`src/rtl/cpu_ctrl_pkg.sv`:
```
// Shared opcodes, ALU/branch encodings, memory FSM states and the decode record
// for the multi-cycle CPU control unit.
package cpu_ctrl_pkg;

  localparam logic [7:0] OP_ADD   = 8'h00;
  localparam logic [7:0] OP_SUB   = 8'h01;
  localparam logic [7:0] OP_AND   = 8'h02;
  localparam logic [7:0] OP_OR    = 8'h03;
  localparam logic [7:0] OP_MOV   = 8'h04;
  localparam logic [7:0] OP_LOADI = 8'h05;
  localparam logic [7:0] OP_J     = 8'h06;
  localparam logic [7:0] OP_BEQ   = 8'h07;
  localparam logic [7:0] OP_BNE   = 8'h08;
  localparam logic [7:0] OP_MULT  = 8'h09;
  localparam logic [7:0] OP_SL    = 8'h0A;
  localparam logic [7:0] OP_SRA   = 8'h0C;
  localparam logic [7:0] OP_ROR   = 8'h0D;
  localparam logic [7:0] OP_LWD   = 8'h0E;
  localparam logic [7:0] OP_LWI   = 8'h0F;
  localparam logic [7:0] OP_SWD   = 8'h10;
  localparam logic [7:0] OP_SWI   = 8'h11;

  localparam logic [2:0] ALU_FWD = 3'b000;
  localparam logic [2:0] ALU_ADD = 3'b001;
  localparam logic [2:0] ALU_AND = 3'b010;
  localparam logic [2:0] ALU_OR  = 3'b011;
  localparam logic [2:0] ALU_MUL = 3'b100;
  localparam logic [2:0] ALU_SLL = 3'b101;
  localparam logic [2:0] ALU_SRA = 3'b110;
  localparam logic [2:0] ALU_ROR = 3'b111;

  localparam logic [1:0] BR_SEQ  = 2'b00;
  localparam logic [1:0] BR_JUMP = 2'b01;
  localparam logic [1:0] BR_BEQ  = 2'b10;
  localparam logic [1:0] BR_BNE  = 2'b11;

  typedef enum logic [1:0] {IDLE, ACCESS, DONE, FAULT} mem_state_e;

  typedef struct packed {
    logic [2:0] aluop;
    logic       alusrc;
    logic       nemux;
    logic [1:0] branch;
    logic       wen;
    logic       is_mem;
    logic       is_load;
    logic       illegal;
  } dec_t;

endpackage

```
`src/rtl/ctrl_decode.sv`:
```
// Combinational opcode decoder; everything is zero unless INSTR_VALID is high.
module ctrl_decode
  import cpu_ctrl_pkg::*;
#(
  parameter int OPCODE_W = 8
) (
  input  logic [OPCODE_W-1:0] opcode,
  input  logic                instr_valid,
  output dec_t                dec
);

  always_comb begin
    dec = '0;
    if (instr_valid) begin
      case (opcode)
        OPCODE_W'(OP_ADD):   begin dec.aluop = ALU_ADD; dec.alusrc = 1'b1; dec.wen = 1'b1; end
        OPCODE_W'(OP_SUB):   begin dec.aluop = ALU_ADD; dec.alusrc = 1'b1; dec.nemux = 1'b1; dec.wen = 1'b1; end
        OPCODE_W'(OP_AND):   begin dec.aluop = ALU_AND; dec.alusrc = 1'b1; dec.wen = 1'b1; end
        OPCODE_W'(OP_OR):    begin dec.aluop = ALU_OR;  dec.alusrc = 1'b1; dec.wen = 1'b1; end
        OPCODE_W'(OP_MOV):   begin dec.aluop = ALU_FWD; dec.alusrc = 1'b1; dec.wen = 1'b1; end
        OPCODE_W'(OP_LOADI): begin dec.aluop = ALU_FWD; dec.wen = 1'b1; end
        OPCODE_W'(OP_J):     begin dec.branch = BR_JUMP; end
        // Branch compares subtract the operands, so they need the negated path.
        OPCODE_W'(OP_BEQ):   begin dec.aluop = ALU_ADD; dec.alusrc = 1'b1; dec.nemux = 1'b1; dec.branch = BR_BEQ; end
        OPCODE_W'(OP_BNE):   begin dec.aluop = ALU_ADD; dec.alusrc = 1'b1; dec.nemux = 1'b1; dec.branch = BR_BNE; end
        OPCODE_W'(OP_MULT):  begin dec.aluop = ALU_MUL; dec.alusrc = 1'b1; dec.wen = 1'b1; end
        OPCODE_W'(OP_SL):    begin dec.aluop = ALU_SLL; dec.wen = 1'b1; end
        OPCODE_W'(OP_SRA):   begin dec.aluop = ALU_SRA; dec.wen = 1'b1; end
        OPCODE_W'(OP_ROR):   begin dec.aluop = ALU_ROR; dec.wen = 1'b1; end
        OPCODE_W'(OP_LWD):   begin dec.alusrc = 1'b1; dec.is_mem = 1'b1; dec.is_load = 1'b1; end
        OPCODE_W'(OP_LWI):   begin dec.is_mem = 1'b1; dec.is_load = 1'b1; end
        OPCODE_W'(OP_SWD):   begin dec.alusrc = 1'b1; dec.is_mem = 1'b1; end
        OPCODE_W'(OP_SWI):   begin dec.is_mem = 1'b1; end
        default:             dec.illegal = 1'b1;
      endcase
    end
  end

endmodule

```
`src/rtl/control_unit_mc.sv`:
```
// Multi-cycle control unit: combinational ALU/branch decode plus a registered
// memory-access FSM that stalls the PC, gates load write-back and traps timeouts.
module control_unit_mc
  import cpu_ctrl_pkg::*;
#(
  parameter int OPCODE_W       = 8,
  parameter int ALUOP_W        = 3,
  parameter int TIMEOUT_CYCLES = 64,
  parameter int CNT_W          = $clog2(TIMEOUT_CYCLES + 1)
) (
  input  logic                CLK,
  input  logic                RESET,
  input  logic [OPCODE_W-1:0] OPCODE,
  input  logic                INSTR_VALID,
  input  logic                BUSYWAIT,
  output logic [ALUOP_W-1:0]  ALUOP,
  output logic                ALUSRC,
  output logic                NEMUX,
  output logic [1:0]          BRANCH,
  output logic                WRITEENABLE,
  output logic                WRITESRC,
  output logic                READ,
  output logic                WRITE,
  output logic                HOLD,
  output logic                ILLEGAL_OP,
  output logic                MEM_FAULT
);

  dec_t dec;

  mem_state_e       state_q, state_d;
  logic [CNT_W-1:0] cnt_q, cnt_d;
  logic             is_load_q, is_load_d;
  logic             read_q, read_d;
  logic             write_q, write_d;
  logic             fault_q, fault_d;

  ctrl_decode #(.OPCODE_W(OPCODE_W)) u_decode (
    .opcode      (OPCODE),
    .instr_valid (INSTR_VALID),
    .dec         (dec)
  );

  always_comb begin
    state_d   = state_q;
    cnt_d     = cnt_q;
    is_load_d = is_load_q;
    read_d    = read_q;
    write_d   = write_q;
    fault_d   = fault_q;
    case (state_q)
      IDLE: begin
        if (dec.is_mem) begin
          state_d   = ACCESS;
          is_load_d = dec.is_load;
          read_d    = dec.is_load;
          write_d   = !dec.is_load;
          cnt_d     = '0;
        end
      end
      ACCESS: begin
        if (!BUSYWAIT) begin
          state_d = DONE;
          read_d  = 1'b0;
          write_d = 1'b0;
          cnt_d   = '0;
        end else if (cnt_q == CNT_W'(TIMEOUT_CYCLES - 1)) begin
          state_d = FAULT;
          read_d  = 1'b0;
          write_d = 1'b0;
          fault_d = 1'b1;
        end else begin
          cnt_d = cnt_q + CNT_W'(1);
        end
      end
      DONE: begin
        state_d = IDLE;
        cnt_d   = '0;
      end
      default: ; // FAULT is terminal until reset
    endcase
  end

  always_ff @(posedge CLK or negedge RESET) begin
    if (!RESET) begin
      state_q   <= IDLE;
      cnt_q     <= '0;
      is_load_q <= 1'b0;
      read_q    <= 1'b0;
      write_q   <= 1'b0;
      fault_q   <= 1'b0;
    end else begin
      state_q   <= state_d;
      cnt_q     <= cnt_d;
      is_load_q <= is_load_d;
      read_q    <= read_d;
      write_q   <= write_d;
      fault_q   <= fault_d;
    end
  end

  assign ALUOP      = ALUOP_W'(dec.aluop);
  assign ALUSRC     = dec.alusrc;
  assign NEMUX      = dec.nemux;
  assign BRANCH     = dec.branch;
  assign ILLEGAL_OP = dec.illegal;
  assign READ       = read_q;
  assign WRITE      = write_q;
  assign MEM_FAULT  = fault_q;
  // In DONE the opcode may already be the next instruction, so use the latched kind.
  assign WRITESRC   = (state_q == DONE) ? is_load_q : dec.is_load;

  always_comb begin
    WRITEENABLE = 1'b0;
    HOLD        = 1'b1;
    case (state_q)
      IDLE: begin
        WRITEENABLE = dec.wen;
        HOLD        = dec.is_mem;
      end
      DONE: begin
        WRITEENABLE = is_load_q;
        HOLD        = 1'b0;
      end
      default: ;
    endcase
  end

endmodule

```
`config.mk`:
```
export PLATFORM = sky130hd
export DESIGN_NAME = control_unit_mc
export DESIGN_NICKNAME = d
export VERILOG_FILES = /design/src/rtl/cpu_ctrl_pkg.sv /design/src/rtl/ctrl_decode.sv /design/src/rtl/control_unit_mc.sv
export SDC_FILE = /design/constraint.sdc
export NUM_CORES = 1
export LEC_CHECK = 0
export ABC_AREA = 1
export CAP_MARGIN = 5
export CORE_MARGIN = 3
export CORE_UTILIZATION = 45
export CTS_CLUSTER_DIAMETER = 60
export DETAILED_ROUTE_END_ITERATION = 10
export GPL_TIMING_DRIVEN = 0
export PLACE_DENSITY = 0.77
export SLEW_MARGIN = 20
export SYNTH_ARGS = -nofsm -noshare
export SYNTH_HDL_FRONTEND = slang
export SYNTH_SLANG_ARGS = --single-unit
```
`constraint.sdc`:
```
create_clock -name CLK -period 1.72 [get_ports CLK]
set_input_delay 0.344 -clock CLK [delete_from_list [all_inputs] [get_ports CLK]]
set_output_delay 0.344 -clock CLK [all_outputs]
set_load 0.03 [all_outputs]
```
==> flow_results.xml, run 1 <==
<?xml version="1.0" encoding="UTF-8"?>
<metrics>
  <group name="timing">
    <metric name="finalClockSkew" unit="ps">7.15</metric>
    <metric name="worstMarginPinSlew" unit="ps">598</metric>
    <metric name="setup_total_negative_slack" unit="ps">-517</metric>
    <metric name="final_worst_setup_slack" unit="ps">-98.1</metric>
    <metric name="final-hold-violation-count" unit="">0</metric>
    <metric name="fin_crit" unit="ps">1820</metric>
    <metric name="period_share" unit="">1.06</metric>
    <metric name="setup_viol" unit="">9</metric>
    <metric name="slew_viol_final" unit="">0</metric>
    <metric name="fmaxAchievable" unit="MHz">550</metric>
    <metric name="grt_setup_unrepaired" unit="">true</metric>
    <metric name="worst_slew_margin_rel" unit="">0.600</metric>
  </group>
  <group name="worst_setup_path">
    <metric name="critical_path_required" unit="ps">1380</metric>
    <metric name="cp-end-kind" unit="">primary output</metric>
    <metric name="worstReg2RegStart" unit="">cnt_q[0]</metric>
    <metric name="crit_chain" unit="">buf_6 &gt; nor2_4 &gt; nand2_4 &gt; nor2_4 &gt; nand2_2 &gt; nor2_2 &gt; or2_1 &gt; nor2_1 &gt; nor2_1 &gt; buf_6</metric>
    <metric name="setup_crit_start" unit="">OPCODE[4]</metric>
    <metric name="worst-setup-path-type" unit="">input port to primary output</metric>
    <metric name="critPathLaunchType" unit="">input port</metric>
    <metric name="worst-path-max-fanout" unit="">6</metric>
    <metric name="timing.critical_path.slowest_stage_cell" unit="">sky130_fd_sc_hd__nor2_4</metric>
    <metric name="critPathArrivalTime" unit="ps">1470</metric>
    <metric name="critical_path.max_stage_delay" unit="ps">150</metric>
  </group>
  <group name="clocking">
    <metric name="path_clk_slew" unit="ps">80</metric>
    <metric name="cts_buffers" unit="">3</metric>
    <metric name="ctsHtreeMaxLevel" unit="">1</metric>
    <metric name="cts.sink_count" unit="">13</metric>
    <metric name="cts_root_buffer" unit="">sky130_fd_sc_hd__clkbuf_4</metric>
    <metric name="clockBufferDepth" unit="">2</metric>
    <metric name="cts_tree" unit="">done</metric>
    <metric name="clock_insertion_delay_worst_skew" unit="ps">280</metric>
    <metric name="holdBufCountCts" unit="">0</metric>
  </group>
  <group name="synthesis">
    <metric name="yosys.area.top_type_share" unit="">0.290</metric>
    <metric name="synth-compound-area-share" unit="">0.0949</metric>
    <metric name="top_cells_by_area_in_the_synthesized_netlist" unit="">sky130_fd_sc_hd__dfrtp_1 29%, sky130_fd_sc_hd__nand2_1 13%, sky130_fd_sc_hd__inv_1 6.7%</metric>
    <metric name="fraction_of_synthesized_area_in_multiplexers" unit="">0</metric>
    <metric name="synthTopCellsByCount" unit="">40 x sky130_fd_sc_hd__nand2_1, 20 x sky130_fd_sc_hd__inv_1, 17 x sky130_fd_sc_hd__nor2_1, 13 x sky130_fd_sc_hd__dfrtp_1, 13 x sky130_fd_sc_hd__nand3_1</metric>
    <metric name="synth_largest_area_cell" unit="">sky130_fd_sc_hd__dfrtp_1</metric>
    <metric name="synth_top_flop_cell" unit="">sky130_fd_sc_hd__dfrtp_1</metric>
    <metric name="synth_top_family_by_area" unit="">simple AND/OR/NAND/NOR gates</metric>
    <metric name="synthesis.instances" unit="">164</metric>
    <metric name="synth-warning-count" unit="">0</metric>
    <metric name="synth_sequential_area_ratio" unit="">0.290</metric>
    <metric name="synth-simple-area-share" unit="">0.471</metric>
    <metric name="synth-edff-count" unit="">0</metric>
    <metric name="synthesis.area" unit="um^2">1120</metric>
    <metric name="synth-adder-area-share" unit="">0.0112</metric>
    <metric name="ys_ff_latch" unit="">13</metric>
    <metric name="post_synth_xor_area_fraction" unit="">0.0156</metric>
    <metric name="synth-async-reset-ratio" unit="">1.00</metric>
    <metric name="netlist-cell-type-count" unit="">29</metric>
    <metric name="synthMostInstantiatedCell" unit="">sky130_fd_sc_hd__nand2_1</metric>
    <metric name="mean_instance_size_in_the_synthesized_netlist" unit="um^2">6.84</metric>
    <metric name="postSynthNetCount" unit="">177</metric>
  </group>
  <group name="die">
    <metric name="pin_count" unit="">26</metric>
    <metric name="core-area" unit="um^2">2300</metric>
    <metric name="placement_rows" unit="">17</metric>
    <metric name="floorplan.die.width" unit="um">55.9</metric>
    <metric name="fp.dieH" unit="um">55.9</metric>
    <metric name="starting_density_of_the_core" unit="">0.488</metric>
    <metric name="fp.dieArea" unit="um^2">3130</metric>
  </group>
  <group name="route">
    <metric name="route.final.wire_length" unit="um">2810</metric>
    <metric name="detail_route_antenna_nets" unit="">0</metric>
    <metric name="dr.pass1.iters" unit="">4</metric>
    <metric name="drtIter0Drc" unit="">45</metric>
    <metric name="avgRoutedWirePerCell" unit="um">12.2</metric>
    <metric name="total_number_of_vias" unit="">1182</metric>
    <metric name="drt-vias-per-instance" unit="">5.14</metric>
    <metric name="drc" unit="">0</metric>
  </group>
  <group name="global_routing">
    <metric name="first_global_vias" unit="">1123</metric>
    <metric name="grt_pass1_wl" unit="um">4750</metric>
    <metric name="grt-ovfl-total" unit="">0</metric>
    <metric name="largest_net_degree_at_the_start_of_global_routing" unit="">14</metric>
    <metric name="grt.total_usage" unit="">0.185</metric>
    <metric name="number_of_antenna_violations_at_the_first_check_in_global_routing" unit="">0</metric>
  </group>
  <group name="layout">
    <metric name="nNetsFinal" unit="">216</metric>
    <metric name="antenna-diode-count" unit="">0</metric>
    <metric name="final_design_area_no_fill" unit="um^2">1560</metric>
    <metric name="final_util" unit="">0.681</metric>
    <metric name="area_growth" unit="%">39.5</metric>
    <metric name="post_route_cells_drive_above_1_share" unit="">0.396</metric>
    <metric name="final.fill_count" unit="">203</metric>
  </group>
  <group name="outcome">
    <metric name="outcome" unit="">finished, violations left</metric>
    <metric name="violations_in_the_final_reports" unit="">setup timing</metric>
  </group>
  <group name="placed_design">
    <metric name="placed_cell_area" unit="um^2">1410</metric>
    <metric name="hpwlAfterDp" unit="um">1950</metric>
    <metric name="buffer_ports.inserted" unit="">25</metric>
    <metric name="gp_congestion" unit="">0.869</metric>
  </group>
  <group name="power_and_ir_drop">
    <metric name="power_density" unit="nW/um^2">397</metric>
    <metric name="power.static_leakage" unit="uW">0.000813</metric>
    <metric name="peakVddDrop" unit="uV">443</metric>
  </group>
  <group name="hold_path">
    <metric name="min-delay-path-class" unit="">input port to asynchronous set/reset pin</metric>
  </group>
  <group name="job">
    <metric name="maxCapViolCount" unit="">0</metric>
  </group>
</metrics>
[final cells by class]
class | count | area (um^2) | area share
clock buffers | 4 | 26.3 | 0.0168
multi-input cells | 121 | 737 | 0.471
plain buffers | 3 | 22.5 | 0.0144
repair buffers | 36 | 320 | 0.205
inverters | 25 | 96.3 | 0.0616
flip-flops and latches | 13 | 327 | 0.209
well taps | 28 | 35.0 | 0.0224
[critical path, delay by kind of cell]
kind	cells	cell delay [ps]
and+or+nand+nor	8	890
buffers and inverters	2	250
[cell usage in the layout, fill, tap and decap left out, drive strengths merged]
cell,instances
xor2,1
clkdlybuf4s50,4
nor3,8
xnor2,1
a21oi,5
nand2,46
nor2,26
inv,25
dfrtp,13
clkdlybuf4s15,1
nand4,3
nand3b,2
clkbuf,6
o21ai,9
dlymetal6s2s,1
or2,1
a31oi,1
o31ai,1
o211ai,1
buf,31
nand3,15
ha,1
[cell families after synthesis]
logic type	after synthesis
AND/OR/NAND/NOR	101
buffers and inverters	30
AO/OA/AOI/OAI	17
flip-flops	13
XOR/XNOR	2
adder cells (fa/ha/maj)	1
[final timing paths]
kind,endpoint,slack [ps],cells past startpoint
max in group asynchronous,state_q[1],870,1
setup reg to reg,cnt_q[2],280,9
setup / recovery,ALUOP[0],-100,10
hold / removal,state_q[0],430,1
min in group CLK,MEM_FAULT,480,2
hold reg to reg,MEM_FAULT,480,2
[repair_timing]
item                                    4_1_cts  5_1_grt
pin swaps                                     9       16
endpoints found under the setup margin       11       12
gates resized for setup                     123       17
setup buffers                                 8        3
[per-layer routing]
| metal | GRT usage | share of wire | vias up |
|---|---|---|---|
| met1 | 0.248 | 0.45 | 542 |
| met2 | 0.299 | 0.48 | 41 |
| li1 | - | - | 599 |
| met5 | 0 | 0 | - |
| met3 | 0.0603 | 0.063 | 0 |
| met4 | 0.0237 | 0 | 0 |
[per-stage QoR]
| stage | setup WS (ps) | total power, uW | instances | hold slack, ps |
|---|---|---|---|---|
| 6_report | -98.1 | 621 | 230 | 434 |
| 5_1_grt | -174 | 655 | 230 | 476 |
| 4_1_cts | -128 | 622 | 227 | 456 |
| 3_5_place_dp | -1060 | 411 | 217 | 459 |
| 3_3_place_gp | -1030 | 409 | 217 | 446 |
| 2_1_floorplan | 66.7 | 355 | 164 | 48.4 |
[where the power goes]
group,switching [uW],internal (uW),total [uW]
combinational,74.7,47.5,122
clock,103,90.0,193
sequential,0.150,306,306
[registers in the layout (all words and copies together), names as in the netlist]
register	count
cnt_q	7
is_load_q	1
state_q	2
WRITE	1
READ	1
MEM_FAULT	1
No activity file was read; power rests on OpenSTA's default activity.
==> run 2: changes to the inputs <==
--- a/config.mk
+++ b/config.mk
@@ -7,8 +7,10 @@
 export LEC_CHECK = 0
 export ABC_AREA = 1
 export CAP_MARGIN = 5
-export CORE_MARGIN = 3
+export CORE_ASPECT_RATIO = 1.5
+export CORE_MARGIN = 2
 export CORE_UTILIZATION = 45
+export CTS_BUF_LIST = sky130_fd_sc_hd__clkbuf_2 sky130_fd_sc_hd__clkbuf_4 sky130_fd_sc_hd__clkbuf_8
 export CTS_CLUSTER_DIAMETER = 60
 export DETAILED_ROUTE_END_ITERATION = 10
 export GPL_TIMING_DRIVEN = 0
==> flow_results.xml, run 2 (same netlist as run 1, synthesis figures left out) <==
<?xml version="1.0" encoding="UTF-8"?>
<metrics>
  <group name="layout">
    <metric name="area_used_by_multi_input_combinational_logic" unit="um^2">786</metric>
    <metric name="post_route_cells_drive_above_1_share" unit="">0.447</metric>
    <metric name="final.fill_count" unit="">192</metric>
    <metric name="biggestRegsByFlops" unit="">cnt_q: 7 flops, state_q: 2 flops</metric>
    <metric name="largest_register_ffs" unit="">7</metric>
    <metric name="nNetsFinal" unit="">220</metric>
    <metric name="area_taken_by_flip_flops_and_latches" unit="um^2">327</metric>
    <metric name="largest_register" unit="">cnt_q</metric>
    <metric name="mostFrequentLayoutCells" unit="">34 x sky130_fd_sc_hd__nand2_1, 20 x sky130_fd_sc_hd__buf_4, 16 x sky130_fd_sc_hd__inv_1</metric>
    <metric name="final_util" unit="">0.696</metric>
    <metric name="antenna-diode-count" unit="">0</metric>
    <metric name="area_growth" unit="%">48.8</metric>
    <metric name="layout.cells.most_common" unit="">sky130_fd_sc_hd__nand2_1</metric>
  </group>
  <group name="die">
    <metric name="floorplan.die.width" unit="um">44.8</metric>
    <metric name="fp.dieH" unit="um">65.1</metric>
    <metric name="pin_count" unit="">26</metric>
    <metric name="core-area" unit="um^2">2390</metric>
    <metric name="fp.dieArea" unit="um^2">2910</metric>
    <metric name="starting_density_of_the_core" unit="">0.468</metric>
    <metric name="placement_rows" unit="">22</metric>
  </group>
  <group name="job">
    <metric name="maxCapViolCount" unit="">0</metric>
  </group>
  <group name="route">
    <metric name="total_number_of_vias" unit="">1204</metric>
    <metric name="highest-signal-layer" unit="">met4</metric>
    <metric name="detailroute.wirelength.met2" unit="um">1730</metric>
    <metric name="routed-wl-met3" unit="um">116</metric>
    <metric name="avgRoutedWirePerCell" unit="um">13.1</metric>
    <metric name="drc" unit="">0</metric>
    <metric name="route.final.wire_length" unit="um">3010</metric>
    <metric name="drt-met1-wl" unit="um">1070</metric>
    <metric name="detail_route_antenna_nets" unit="">0</metric>
    <metric name="drtIter0Drc" unit="">33</metric>
    <metric name="dr.pass1.iters" unit="">4</metric>
    <metric name="drt-vias-per-instance" unit="">5.23</metric>
  </group>
  <group name="worst_setup_path">
    <metric name="worst-setup-path-type" unit="">input port to primary output</metric>
    <metric name="critPathLaunchType" unit="">input port</metric>
    <metric name="path_delay_family" unit="">simple AND/OR/NAND/NOR gates</metric>
    <metric name="crit_buf_inv" unit="">3</metric>
    <metric name="cp-end-kind" unit="">primary output</metric>
    <metric name="slack_of_the_worst_reg_to_reg_path" unit="ps">260</metric>
    <metric name="critical_path_required" unit="ps">1380</metric>
    <metric name="worst_path_most_repeated_cell" unit="">sky130_fd_sc_hd__buf_6</metric>
    <metric name="worst-path-max-fanout" unit="">8</metric>
    <metric name="worstReg2RegStart" unit="">cnt_q[0]</metric>
    <metric name="setup_crit_start" unit="">OPCODE[4]</metric>
    <metric name="crit_chain" unit="">buf_6 &gt; nor2_4 &gt; nand2_4 &gt; buf_6 &gt; nor3_4 &gt; or2_1 &gt; nor2_1 &gt; nor2_1 &gt; buf_6</metric>
    <metric name="critical_path.max_stage_delay" unit="ps">180</metric>
    <metric name="timing.critical_path.slowest_stage_cell" unit="">sky130_fd_sc_hd__nor3_4</metric>
    <metric name="critPathArrivalTime" unit="ps">1530</metric>
  </group>
  <group name="timing">
    <metric name="fmaxAchievable" unit="MHz">533</metric>
    <metric name="slew_viol_final" unit="">0</metric>
    <metric name="final-hold-violation-count" unit="">0</metric>
    <metric name="setup_total_negative_slack" unit="ps">-719</metric>
    <metric name="fin_crit" unit="ps">1870</metric>
    <metric name="period_share" unit="">1.09</metric>
    <metric name="worstMarginPinSlew" unit="ps">576</metric>
    <metric name="setup_viol" unit="">7</metric>
    <metric name="final_worst_setup_slack" unit="ps">-155</metric>
    <metric name="worst_slew_margin_rel" unit="">0.615</metric>
    <metric name="grt_setup_unrepaired" unit="">true</metric>
    <metric name="finalClockSkew" unit="ps">1.93</metric>
  </group>
  <group name="outcome">
    <metric name="violations_in_the_final_reports" unit="">setup timing</metric>
    <metric name="outcome" unit="">finished, violations left</metric>
  </group>
  <group name="power_and_ir_drop">
    <metric name="power_switching" unit="uW">184</metric>
    <metric name="share_of_power_burned_in_registers" unit="">0.468</metric>
    <metric name="power_density" unit="nW/um^2">392</metric>
    <metric name="power.static_leakage" unit="uW">0.000839</metric>
    <metric name="peakVddDrop" unit="uV">465</metric>
    <metric name="cell_internal_pwr" unit="uW">469</metric>
    <metric name="share_comb_of_total_power" unit="">0.214</metric>
    <metric name="p_clk_frac" unit="">0.319</metric>
    <metric name="power_switching_share" unit="">0.282</metric>
  </group>
  <group name="global_routing">
    <metric name="largest_net_degree_at_the_start_of_global_routing" unit="">14</metric>
    <metric name="number_of_antenna_violations_at_the_first_check_in_global_routing" unit="">0</metric>
    <metric name="first_global_vias" unit="">1166</metric>
    <metric name="grt-ovfl-total" unit="">0</metric>
    <metric name="grt.total_usage" unit="">0.216</metric>
    <metric name="grt_pass1_wl" unit="um">4700</metric>
  </group>
  <group name="placed_design">
    <metric name="gp_congestion" unit="">0.930</metric>
    <metric name="buffer_ports.inserted" unit="">25</metric>
    <metric name="hpwlAfterDp" unit="um">2040</metric>
  </group>
  <group name="clocking">
    <metric name="clock_insertion_delay_worst_skew" unit="ps">280</metric>
    <metric name="clockBufferDepth" unit="">2</metric>
    <metric name="cts.sink_count" unit="">13</metric>
    <metric name="cts_tree" unit="">done</metric>
    <metric name="path_clk_slew" unit="ps">80</metric>
    <metric name="cts_root_buffer" unit="">sky130_fd_sc_hd__clkbuf_4</metric>
    <metric name="cts_buffers" unit="">3</metric>
    <metric name="ctsHtreeMaxLevel" unit="">1</metric>
  </group>
  <group name="hold_path">
    <metric name="min-delay-path-class" unit="">input port to asynchronous set/reset pin</metric>
  </group>
</metrics>
## run 2: cell types whose count changed in the layout (fill, tap and decap cells not counted), sizes merged
| cell | previous run | this run |
|---|---|---|
| inv | 25 | 23 |
| clkinv | 0 | 2 |
| clkbuf | 6 | 4 |
| clkdlybuf4s50 | 4 | 5 |
| dlymetal6s2s | 1 | 0 |
| buf | 31 | 37 |
## run 2: path summary, 6_finish.rpt
check / endpoint / cells after the start
hold reg to reg: MEM_FAULT / 2
min in group CLK: MEM_FAULT / 2
setup / recovery: ALUOP[0] / 9
hold / removal: cnt_q[3] / 1
max in group asynchronous: state_q[1] / 1
setup reg to reg: cnt_q[4] / 9
## run 2: area by class of cell
cell class,instances,share of cell area
plain buffers,2,0.00900
multi-input cells,121,0.471
repair buffers,41,0.228
clock buffers,4,0.0180
well taps,24,0.0180
flip-flops and latches,13,0.196
inverters,25,0.0600
## run 2: timing repair
item                       4_1_cts  5_1_grt
hold buffers                     0        0
gates resized for setup        130       27
pin swaps                       14       16
setup buffers                   10        6
setup endpoints to repair       11       11
## run 2: layer usage
metal  vias up  track usage
met5         -            0
met4         0        0.129
met3        11       0.0137
met2        35        0.408
met1       553        0.216
li1        605            -
## run 2: power by group through the flow
| stage | combinational [uW] | sequential [uW] | clock, uW |
|---|---|---|---|
| 2_1_floorplan | 43.0 | 312 | 0 |
| 3_3_place_gp | 97.7 | 312 | 0 |
| 3_5_place_dp | 99.6 | 312 | 0 |
| 4_1_cts | 121 | 306 | 217 |
| 5_1_grt | 149 | 306 | 220 |
| 6_report | 140 | 306 | 208 |
## run 2: stage by stage
stage | cell area (um^2) | hold slack, ps | total power (uW) | worst slack, ps | instances
floorplan | 1130 | 48.4 | 355 | 66.7 | 164
detailed placement | 1410 | 462 | 411 | -1120 | 213
CTS | 1550 | 448 | 644 | -178 | 224
global route | 1670 | 488 | 675 | -212 | 230
finish | 1670 | 426 | 653 | -155 | 230
global placement | 1410 | 453 | 409 | -1070 | 213
